==> config.mk <==
export PLATFORM = sky130hd
export DESIGN_NAME = nano_jeff_flat
export DESIGN_NICKNAME = d
export VERILOG_FILES = /design/src/rtl/nano_jeff_if.sv /design/src/rtl/nano_jeff.sv /design/src/flat_wrapper.sv
export SDC_FILE = /design/constraint.sdc
export NUM_CORES = 1
export LEC_CHECK = 0
export CAP_MARGIN = 5
export CORE_ASPECT_RATIO = 0.7
export CORE_MARGIN = 2
export CORE_UTILIZATION = 58
export DETAILED_ROUTE_END_ITERATION = 12
export GPL_TIMING_DRIVEN = 0
export PLACE_DENSITY_LB_ADDON = 0.1
export SKIP_LAST_GASP = 1
export SLEW_MARGIN = 30
export SYNTH_ARGS = -nofsm -noshare
export SYNTH_HDL_FRONTEND = slang
export SYNTH_SLANG_ARGS = --single-unit
==> constraint.sdc <==
create_clock -name clk -period 4 [get_ports clk]
set_input_delay 0.8 -clock clk [delete_from_list [all_inputs] [get_ports clk]]
set_output_delay 0.8 -clock clk [all_outputs]
set_load 0.01 [all_outputs]
==> src/rtl/nano_jeff_if.sv <==
// Memory bus between the nano_jeff core and its external 256-byte memory.
//   iaddr/inst  : instruction fetch address and the byte at that address
//   daddr/data  : data address and the byte at that address
//   wdata/wen   : write data and write enable (written on the rising edge)
// The core uses the master modport and the memory uses the slave modport.
interface nano_jeff_if;
    localparam int unsigned W = 8;

    logic [W-1:0] iaddr;
    logic [W-1:0] daddr;
    logic [W-1:0] wdata;
    logic [W-1:0] inst;
    logic [W-1:0] data;
    logic         wen;

    modport master (
        output iaddr, daddr, wdata, wen,
        input  inst, data
    );

    modport slave (
        input  iaddr, daddr, wdata, wen,
        output inst, data
    );
endinterface

==> src/rtl/nano_jeff.sv <==
// nano_jeff: 8-bit accumulator CPU core with one shared external memory.
// Every instruction is an opcode byte followed by an operand byte, and it takes
// two cycles: FETCH latches the opcode into IR, and EXEC reads the operand
// straight off inst and executes the instruction.
// Ports:
//   clk   : system clock, all state updates on the rising edge
//   reset : synchronous, active-high reset
//   bus   : memory bus (iaddr, daddr, wdata, wen out; inst, data in)
module nano_jeff (
    input  logic          clk,
    input  logic          reset,
    nano_jeff_if.master   bus
);
    localparam int unsigned W = 8;

    localparam logic [3:0] OP_NOP = 4'h0;
    localparam logic [3:0] OP_LDI = 4'h1;
    localparam logic [3:0] OP_LDA = 4'h2;
    localparam logic [3:0] OP_STA = 4'h3;
    localparam logic [3:0] OP_ADD = 4'h4;
    localparam logic [3:0] OP_SUB = 4'h5;
    localparam logic [3:0] OP_AND = 4'h6;
    localparam logic [3:0] OP_OR  = 4'h7;
    localparam logic [3:0] OP_XOR = 4'h8;
    localparam logic [3:0] OP_INC = 4'h9;
    localparam logic [3:0] OP_ADI = 4'hA;
    localparam logic [3:0] OP_JMP = 4'hB;
    localparam logic [3:0] OP_JZ  = 4'hC;
    localparam logic [3:0] OP_JC  = 4'hD;
    localparam logic [3:0] OP_JNZ = 4'hE;
    localparam logic [3:0] OP_HLT = 4'hF;

    typedef enum logic [1:0] {
        FETCH = 2'd0,
        EXEC  = 2'd1,
        HALT  = 2'd2
    } state_t;

    state_t       state, state_n;
    logic [W-1:0] pc, pc_n;
    logic [W-1:0] a, a_n;
    logic [W-1:0] ir, ir_n;
    logic         z, z_n;
    logic         c, c_n;

    logic [W-1:0] daddr_c;
    logic [W-1:0] wdata_c;
    logic         wen_c;
    logic [3:0]   op;
    logic [W:0]   alu;

    // Opcodes with a nonzero upper nibble execute as NOP.
    assign op = (ir[7:4] == 4'h0) ? ir[3:0] : OP_NOP;

    // State register.
    always_ff @(posedge clk) begin
        if (reset) begin
            state <= FETCH;
            pc    <= '0;
            a     <= '0;
            ir    <= '0;
            z     <= 1'b0;
            c     <= 1'b0;
        end else begin
            state <= state_n;
            pc    <= pc_n;
            a     <= a_n;
            ir    <= ir_n;
            z     <= z_n;
            c     <= c_n;
        end
    end

    // Next state, datapath and memory bus controls.
    always_comb begin
        state_n = state;
        pc_n    = pc;
        a_n     = a;
        ir_n    = ir;
        z_n     = z;
        c_n     = c;
        daddr_c = '0;
        wdata_c = a;
        wen_c   = 1'b0;
        alu     = '0;

        unique case (state)
            FETCH: begin
                ir_n    = bus.inst;
                pc_n    = W'(pc + W'(1));
                state_n = EXEC;
            end

            EXEC: begin
                daddr_c = bus.inst;
                pc_n    = W'(pc + W'(1));
                state_n = FETCH;
                unique case (op)
                    OP_LDI: begin
                        a_n = bus.inst;
                        z_n = (bus.inst == '0);
                    end
                    OP_LDA: begin
                        a_n = bus.data;
                        z_n = (bus.data == '0);
                    end
                    OP_STA: begin
                        wen_c = 1'b1;
                    end
                    OP_ADD: begin
                        alu = {1'b0, a} + {1'b0, bus.data};
                        a_n = alu[W-1:0];
                        c_n = alu[W];
                        z_n = (alu[W-1:0] == '0);
                    end
                    OP_SUB: begin
                        // Ninth bit of the extended difference is the borrow.
                        alu = {1'b0, a} - {1'b0, bus.data};
                        a_n = alu[W-1:0];
                        c_n = alu[W];
                        z_n = (alu[W-1:0] == '0);
                    end
                    OP_AND: begin
                        a_n = a & bus.data;
                        z_n = ((a & bus.data) == '0);
                    end
                    OP_OR: begin
                        a_n = a | bus.data;
                        z_n = ((a | bus.data) == '0);
                    end
                    OP_XOR: begin
                        a_n = a ^ bus.data;
                        z_n = ((a ^ bus.data) == '0);
                    end
                    OP_INC: begin
                        // Read-modify-write in one cycle: data is read and
                        // data+1 is written back at the same edge.
                        alu     = {1'b0, bus.data} + (W+1)'(1);
                        wdata_c = alu[W-1:0];
                        wen_c   = 1'b1;
                        c_n     = alu[W];
                        z_n     = (alu[W-1:0] == '0);
                    end
                    OP_ADI: begin
                        alu = {1'b0, a} + {1'b0, bus.inst};
                        a_n = alu[W-1:0];
                        c_n = alu[W];
                        z_n = (alu[W-1:0] == '0);
                    end
                    OP_JMP: pc_n = bus.inst;
                    OP_JZ:  if (z)  pc_n = bus.inst;
                    OP_JC:  if (c)  pc_n = bus.inst;
                    OP_JNZ: if (!z) pc_n = bus.inst;
                    OP_HLT: state_n = HALT;
                    default: ;
                endcase
            end

            HALT: ;

            default: state_n = FETCH;
        endcase
    end

    assign bus.iaddr = pc;
    assign bus.daddr = daddr_c;
    assign bus.wdata = wdata_c;
    // A store in flight must never reach memory while reset is asserted.
    assign bus.wen   = wen_c & ~reset;
endmodule

==> src/flat_wrapper.sv <==
// flat-port wrapper written by rule: the top's interface ports become plain ports
module nano_jeff_flat 
  (clk, reset, bus_iaddr, bus_daddr, bus_wdata, bus_wen, bus_inst, bus_data);
  nano_jeff_if bus_i ();
  input  logic clk;
  input  logic reset;
  output wire logic [$bits(bus_i.iaddr)-1:0] bus_iaddr;
  output wire logic [$bits(bus_i.daddr)-1:0] bus_daddr;
  output wire logic [$bits(bus_i.wdata)-1:0] bus_wdata;
  output wire logic [$bits(bus_i.wen)-1:0] bus_wen;
  input wire logic [$bits(bus_i.inst)-1:0] bus_inst;
  input wire logic [$bits(bus_i.data)-1:0] bus_data;
  assign bus_iaddr = bus_i.iaddr;
  assign bus_daddr = bus_i.daddr;
  assign bus_wdata = bus_i.wdata;
  assign bus_wen = bus_i.wen;
  assign bus_i.inst = bus_inst;
  assign bus_i.data = bus_data;
  nano_jeff u_core (.clk(clk), .reset(reset), .bus(bus_i));
endmodule
Word level (Yosys, flattened, before mapping)

Cells that the tools add are included.

Register bits: 28

$add $sub $neg: 5
Eq/ne operators: 17
Muxes and demuxes: 16
Bitwise gates (word level): 5
Reduce and logical (&&, ||, !) cells: 19

Operators by type and width:

| operator              | number |
|---|---|
| $logic_not A8 Y1      | 9 |
| $pmux W8 S8           | 1 |
| $mux W8               | 6 |
| $eq A4 B4 Y1 const B  | 8 |
| $pmux W8 S4           | 1 |
| $add A8 B8 Y9         | 2 |
| $eq A4 B3 Y1 const B  | 4 |
| $pmux W8 S2           | 1 |
| $add A8 B1 Y9 const B | 1 |
| $pmux W1 S9           | 1 |
| $reduce_bool A9 Y1    | 1 |
| $sub A8 B8 Y9         | 1 |
| $add A8 B1 Y8 const B | 1 |
| $and A8 B8 Y8         | 1 |
| $eq A4 B2 Y1 const B  | 2 |
| $or A8 B8 Y8          | 1 |
| $reduce_bool A8 Y1    | 1 |
| $xor A8 B8 Y8         | 1 |
| $pmux W2 S3           | 1 |
| $reduce_and A2 Y1     | 3 |
| $eq A4 B1 Y1 const B  | 1 |
| $logic_not A4 Y1      | 1 |
| $mux W4               | 1 |
| $pmux W1 S4           | 1 |
| other kinds (10)      | 11 |

Logic depth before layout (Yosys ltp)

Word-level depth: 7
Depth in mapped cells: 11
Gate-level depth less buffers: 11

Worst setup path after synthesis

No wires, ideal clock.

Path kind: input to register
From: in bus_data[2]
To: reg u_core.z
Setup time: 0.074 ns
Arrival: 2.985 ns
Data required time: 3.926 ns
Setup slack: 0.941 ns
Cell stages on the path: 9
Path buffers: 2
Path through: buf_2 inv_1 ha_1 buf_2 inv_1 a211oi_1 mux2_2 or4_1 a31oi_1

Word-level cells in the longest chain between the ends: 3
Elaborated cells between the ends (all ways): 14
Classes of those cells: add/sub (3); mux (1); bitwise (3); reduce/logical (7)

RTL lines:

| item                                     | RTL line           | text |
|---|---|---|
| from (decl)                              | flat_wrapper.sv:12 | `input wire logic [$bits(bus_i.data)-1:0] bus_data;` |
| $add A8 B1 Y9 (tied with other cells)    | nano_jeff.sv:138   | `alu = {1'b0, bus.data} + (W+1)'(1);` |
| $logic_not A8 Y1 (tied with other cells) | nano_jeff.sv:142   | `z_n = (alu[W-1:0] == '0);` |
| $pmux W1 S9 *                            | nano_jeff.sv:98    | `unique case (op)` |
| to (signal assigned)                     | nano_jeff.sv:69    | `z <= z_n;` |
| to (decl)                                | nano_jeff.sv:43    | `logic z, z_n;` |

Every way passes the cells marked *; elsewhere a longest branch is shown, timed or not.
A chain may end at the register's enable or synchronous reset.

Worst setup path in the final report

From: in bus_data[3]
To: out bus_wdata[7]

Word-level cells in the longest chain between the ends: 3

RTL lines:

| item          | RTL line          | text |
|---|---|---|
| $add A8 B1 Y9 | nano_jeff.sv:138  |  |
| $mux W8       | nano_jeff.sv:98   |  |
| $mux W8       | nano_jeff.sv:87   | `unique case (state)` |
| to (decl)     | flat_wrapper.sv:9 | `output wire logic [$bits(bus_i.wdata)-1:0] bus_wdata;` |

Every way passes these cells.

==> results.sh <==
export IMPL_status="completed"
export IMPL_slew_headroom_pct=47.8
export IMPL_root_buffer="clkbuf_8"
export IMPL_wl_mm=12.7
export IMPL_seqPwrFrac_pct=34.3
export IMPL_end_kind="output port"
export IMPL_nets=602
export IMPL_cts_buffers=3
export IMPL_synth_compound_area_share_pct=27.8
export IMPL_grt_pass1_wl_mm=20.3
export IMPL_critical_path_class="primary input to output port"
export IMPL_place_area_mm2=0.00411
export IMPL_worstPathRequired_ns=3.20
export IMPL_seq_area_frac_synth_pct=15.6
export IMPL_clock_latency_ns=0.28
export IMPL_fp_dieH_um=69.8
export IMPL_tns_ns=0
export IMPL_p_leak_nw=1.64
export IMPL_final_hold_violation_count=0
export IMPL_worstHoldPathType="flop to flop"
export IMPL_r2r_end="u_core.z"
export IMPL_viasPerCell=6.85
export IMPL_cap_viol_max_count=0
export IMPL_pre_cts_slack_ns=-0.0730
export IMPL_hold_buffers=0
export IMPL_rsz0062_at_grt="yes"
export IMPL_antenna_cells=0
export IMPL_port_buffers=42
export IMPL_drc=0
export IMPL_drive_above_1_share_pct=4.60
export IMPL_synthMuxAreaShare_pct=2.02
export IMPL_synth_ff_type="dfxtp_1"
export IMPL_synth_fa_ha_area_share_pct=14.2
export IMPL_syn_inst=499
export IMPL_startpoint_type="primary input"
export IMPL_crit_chain="clkdlybuf4s50_1 -> inv_1 -> nor4_4 -> nand3_1 -> xnor2_1 -> o21ai_0 -> clkdlybuf4s50_1"
export IMPL_layout_common_cells="nor2_1 (46), a21oi_1 (45), clkdlybuf4s50_1 (40)"
export IMPL_r2r_cells=7
export IMPL_start_util_pct=61.5
export IMPL_antenna_found_initial=0
export IMPL_internal_power_uw=540
export IMPL_ys_seq_elements=28
export IMPL_slowest_delay_ns=0.66
export IMPL_yosys_warnings=0
export IMPL_dr_total_vias=4238
export IMPL_fin_ws_ns=0.0685
export IMPL_cts_setup_buffers=0
export IMPL_antenna_left=0
export IMPL_htreeDepth=1
export IMPL_postLayoutCoreUtil_pct=71.5
export IMPL_timing_reg2reg_setup_slack_ns=1.05
export IMPL_grt_pass1_vias=3907
export IMPL_crit_start="bus_data[3]"
export IMPL_synth_top_family_by_area="simple AND/OR/NAND/NOR gates"
export IMPL_boundaryPins=43
export IMPL_clock_path_buffers=2
export IMPL_cts_tree="done"
export IMPL_overflow=0
export IMPL_drt_initial_drc_count=543
export IMPL_coreArea_mm2=0.00584
export IMPL_fillers=485
export IMPL_rows=23
export IMPL_syn_nets=556
export IMPL_r2r_start="u_core.a[1]"
export IMPL_grtUsageTotal_pct=36.9
export IMPL_maxSlewViolCount=0
export IMPL_synth_area_mm2=0.00359
export IMPL_cts_sinks=28
export IMPL_areaGrowthSynthToFinish_pct=16.3
export IMPL_chipWidth_um=98.0
export IMPL_slowest_stage="clkdlybuf4s50_1"
export IMPL_syn_area_per_cell_um2=7.20
export IMPL_synth_xor_area_share_pct=5.61
export IMPL_cp_max_fo=7
export IMPL_yosysUniqueCellTypes=65
export IMPL_routedWlPerCell_um=20.5
export IMPL_final_period_utilization_pct=98.3
export IMPL_async_reset_ff_share_pct=0
export IMPL_netSwitchingFraction_pct=40.1
export IMPL_crit_path_end="bus_wdata[7]"
export IMPL_p_per_area_mw_per_mm2=216
export IMPL_finalSetupViolations=0
export IMPL_stdcell_area_mm2=0.00418
export IMPL_worstMarginPinSlew_ns=0.778
export IMPL_hpwlAfterDp_mm=10.0
export IMPL_skew_ns=0.00574
export IMPL_gp_congestion=0.993
export IMPL_path_clk_slew_ns=0.10
export IMPL_timing_fmax_mhz=254
export IMPL_p_sw_uw=362
export IMPL_p_clk_share_pct=20.4
export IMPL_period_needed_ns=3.93
export IMPL_grt_start_max_net_pins=16
export IMPL_die_area_mm2=0.00685
export IMPL_p_total_uw=902
export IMPL_synth_simple_area_share_pct=28.0
export IMPL_irDropWorstVdd_mv=0.138
export IMPL_dr_pass1_iters=5
export IMPL_cp_common_cell="clkdlybuf4s50_1"
export IMPL_power_frac_comb_pct=45.2
export IMPL_synth_edf_count=0
export IMPL_cp_arrival_ns=3.13
export IMPL_mostFrequentLayoutCell="nor2_1"
## worst max-delay path: cells and delay by family
| family | cells | cell delay (ns) |
|---|---|---|
| compound gates | 1 | 0.14 |
| xor+xnor | 1 | 0.15 |
| buf+inv | 3 | 1.38 |
| simple gates | 2 | 0.66 |
## registers in the layout (all words and copies together), names as in the netlist
register          cells
u_core.c              1
u_core.z              1
u_core.ir             8
u_core.state          2
u_core.bus.iaddr      8
u_core.a              8
## power groups by stage
| stage | Combinational [mW] | Clock [mW] | Sequential, mW |
|---|---|---|---|
| floorplan | 0.254 | 0 | 0.312 |
| global placement | 0.382 | 0 | 0.315 |
| detailed placement | 0.388 | 0 | 0.315 |
| CTS | 0.392 | 0.182 | 0.309 |
| global route | 0.439 | 0.196 | 0.311 |
| finish | 0.408 | 0.184 | 0.310 |
## how the worst min path moves through the flow
stage	from	to	depth (start not counted)
6_report	u_core.ir[4]	u_core.ir[4]	2
5_1_grt	u_core.ir[5]	u_core.ir[5]	2
4_1_cts	u_core.ir[4]	u_core.ir[4]	2
3_5_place_dp	u_core.ir[4]	u_core.ir[4]	2
3_3_place_gp	u_core.ir[4]	u_core.ir[4]	2
2_1_floorplan	u_core.ir[6]	u_core.ir[6]	2
## synth_stat cells, types with 9 or more instances
library cell  number  area [µm²]
nor2_1            46         173
a21oi_1           45         225
o21ai_0           37         185
ha_1              36         450
inv_1             34         128
dfxtp_1           28         561
nand2_1           27         101
clkbuf_1          20        75.1
nor3_1            15        75.1
nand3_1           14        70.1
xnor2_1           14         123
nor4_1            11        68.8
and2_1            10        62.6
and3_1             9        56.3
xor2_1             9        78.8
## layout make-up
class	count	area (µm²)	area share, %
plain buffers	26	113	2.70
well taps	75	93.8	2.25
clock buffers	4	55.1	1.32
repair buffers	42	425	10.2
multi-input cells	410	2800	67.1
inverters	34	128	3.05
flip-flops and latches	28	561	13.4
## metrics by stage
| step | std cells | hold slack [ns] |
|---|---|---|
| global placement | 616 | 0.479 |
| detailed placement | 616 | 0.488 |
| CTS | 620 | 0.501 |
| global route | 619 | 0.545 |
| finish | 619 | 0.500 |
| floorplan | 499 | 0.466 |
## routing by layer
| metal | track usage [%] | vias up | share of wire, % |
|---|---|---|---|
| met1 | 53.2 | 1967 | 43 |
| met4 | 7.25 | 0 | 1.9 |
| met2 | 52.1 | 314 | 40 |
| met3 | 14.1 | 34 | 15 |
| met5 | 0 | - | 0 |
| li1 | - | 1923 | - |
## logic make-up (layout without fill, tap and decap cells)
| family | Yosys count | count (layout) |
|---|---|---|
| adder cells (fa/ha/maj) | 39 | 39 |
| AO/OA/AOI/OAI | 157 | 157 |
| buffers and inverters | 61 | 106 |
| XOR/XNOR | 23 | 23 |
| AND/OR/NAND/NOR | 184 | 184 |
| flip-flops | 28 | 28 |
| multiplexers | 7 | 7 |
## timing repair
item	in CTS	in global routing
resized for setup	2	7
cloned	0	0
pin swaps	0	1
endpoints found under the setup margin	4	8
hold endpoints to repair	0	0
(Power assumes the default switching activity.)
==> RTL change, RTL diff (same settings) <==
`W` is set to 8 in 2 places; all go to 9.
--- a/src/rtl/nano_jeff_if.sv
+++ b/src/rtl/nano_jeff_if.sv
@@ -5,5 +5,5 @@
 // The core uses the master modport and the memory uses the slave modport.
 interface nano_jeff_if;
-    localparam int unsigned W = 8;
+    localparam int unsigned W = 9;
 
     logic [W-1:0] iaddr;
--- a/src/rtl/nano_jeff.sv
+++ b/src/rtl/nano_jeff.sv
@@ -12,5 +12,5 @@
     nano_jeff_if.master   bus
 );
-    localparam int unsigned W = 8;
+    localparam int unsigned W = 9;
 
     localparam logic [3:0] OP_NOP = 4'h0;
Interface: changed (5 resized); port bits go from 43 to 48. The function was not compared with the original's and may differ.
==> RTL change against the original RTL <==
  * The flow now finishes with violations (setup timing)
  * Wire length rose by 25%
  * Total power rose by 19%
  * Final area rose by 13%
  * Non-clock buffer count rose by 7
  * Via count rose by 16%
  * Hold slack improved by 4.1 ps
  * Worst setup slack got worse by 75 ps
  * Critical path depth rose by 1
  * Sequential share of layout area fell by 0.69 points
  * Sequential cell count rose by 2
  * Area after synthesis rose by 12%
==> RTL change: results (changes against the original RTL) <==
- R2R setup slack: 860 ps (-190 ps)
- Fillcell total: 595 (+23%)
- Commonest cells post-synth: a21oi_1 (53), nor2_1 (51), ha_1 (40)
- Syn avg cell area: 7.17 um2 (-0.31%)
- Drt wl/cell: 22.4 um (+9.0%)
- Crit-path max FO: 10 (+3)
- WP data arrival: 3210 ps (+80 ps)
- Failing checks: setup timing
- Hold path start: u_core.bus.iaddr[8]$_SDFFE_PP0P_
- Clk slew on worst S/H paths: 70 ps (-30 ps)
- Cells after DPL: 701 (+14%)
- Net Sw Frac: 41.4% (+1.3 points)
- Tot GR Track Use: 42.1% (+5.2 points)
- Worst Max-Slew Pin Slew: 788 ps (+10.1 ps)
- Vias in the first global route: 4,393 (+12%)
- Status: finished with violations
- IO Port Bufs: 47 (+12%)
- NumNets Final: 676 (+12%)
- H-tree depth: 2 (+1)
- Via density: 6.97 (+1.8%)
- Largest net degree at the start of global routing: 11 (-5)
- Hold endpoint: u_core.bus.iaddr[8]$_SDFFE_PP0P_
- VDD IR max: 0.000145 V (+4.5%)
- Final setup margin: -6.73 ps (-75.3 ps)
- Total routed wirelength: 15,800 um (+25%)
- Skew final: 9.28 ps (+3.54 ps)
- Final setup violation count: 2 (+2)
- Top cells by area, synth: dfxtp_1 (15%), ha_1 (12%), a21oi_1 (6.6%), nor2_1 (4.8%), o21ai_0 (3.9%)
- TritonCTS buffer count: 5 (+2)
- HPWL after DPL: 12,300 um (+23%)
- Yosys cell types: 68 (+4.6%)
- Post-cts resize count: 4 (+2)
- 1st-iter DRT viols: 829 (+53%)
- Met1 WL: 6590 um (+21%)
- Sequential cell area fraction in the yosys report: 14.9% (-0.66 points)
- Pre-antenna DRT Iters: 6 (+1)
- R2r startpoint: u_core.a[4]$_SDFFE_PP0P_
- Static Leak: 1.81 nW (+10%)
- Cell depth of the worst flop-to-flop path: 9 (+2)
- First-pass GRT wire length: 24,000 um (+18%)
- Final TNS setup: -8.95 ps (-8.95 ps)
RTL change: area by class of cell:
class                           instances  share of cell area [%]
Multi-Input combinational cell        469                    68.1
Tap cell                               94                    2.49
Sequential cell                        30                    12.7
Timing Repair Buffer                   47                    9.84
Clock buffer                            6                    1.75
Buffer                                 28                    2.31
Inverter                               32                    2.55
Clock inverter                          2                   0.265
RTL change: worst max path at each step:
stage                              startpoint                    end  depth (start not counted)
finish              u_core.ir[1]$_SDFFE_PP0P_                bus_wen                          8
global placement                  bus_data[2]  u_core.z$_SDFFE_PP0P_                         12
global route        u_core.ir[1]$_SDFFE_PP0P_                bus_wen                          8
CTS                 u_core.ir[1]$_SDFFE_PP0P_                bus_wen                          8
floorplan                         bus_data[2]  u_core.z$_SDFFE_PP0P_                         11
detailed placement                bus_data[2]  u_core.z$_SDFFE_PP0P_                         12
RTL change: stage by stage:
stage / setup slack, ps / hold slack (ps) / area, um2
floorplan: 1050 / 460 / 4020
CTS: -46.2 / 507 / 4710
detailed placement: -417 / 498 / 4620
global route: -126 / 553 / 4720
finish: -6.73 / 504 / 4720
global placement: -372 / 489 / 4610
RTL change: tightest hold or removal path, stage by stage (launching register included):
cell and delay, ps:
dfxtp_1 320, nor2_1 100, nor4_1 50
RTL change: routing by layer:
metal	up-vias	track usage, %
met5	-	0
met4	0	4.68
met3	44	19.6
met2	420	56.9
met1	2281	61.9
li1	2190	-
RTL change: power groups by stage:
| stage | clock network, mW | logic (mW) | registers [mW] |
|---|---|---|---|
| after floorplan | 0 | 0.284 | 0.337 |
| after global placement | 0 | 0.433 | 0.342 |
| after detailed placement | 0 | 0.444 | 0.344 |
| after CTS | 0.261 | 0.446 | 0.337 |
| after global routing | 0.275 | 0.499 | 0.340 |
| final | 0.262 | 0.472 | 0.339 |
RTL change: cell families after synthesis:
logic type	count (synthesis)	synth area share (%)
AND/OR/NAND/NOR	214	28.4
AO/OA/AOI/OAI	176	28.9
buffers and inverters	61	5.70
adder cells (fa/ha/maj)	43	14.0
XOR/XNOR	30	6.54
flip-flops	30	14.9
multiplexers	6	1.56
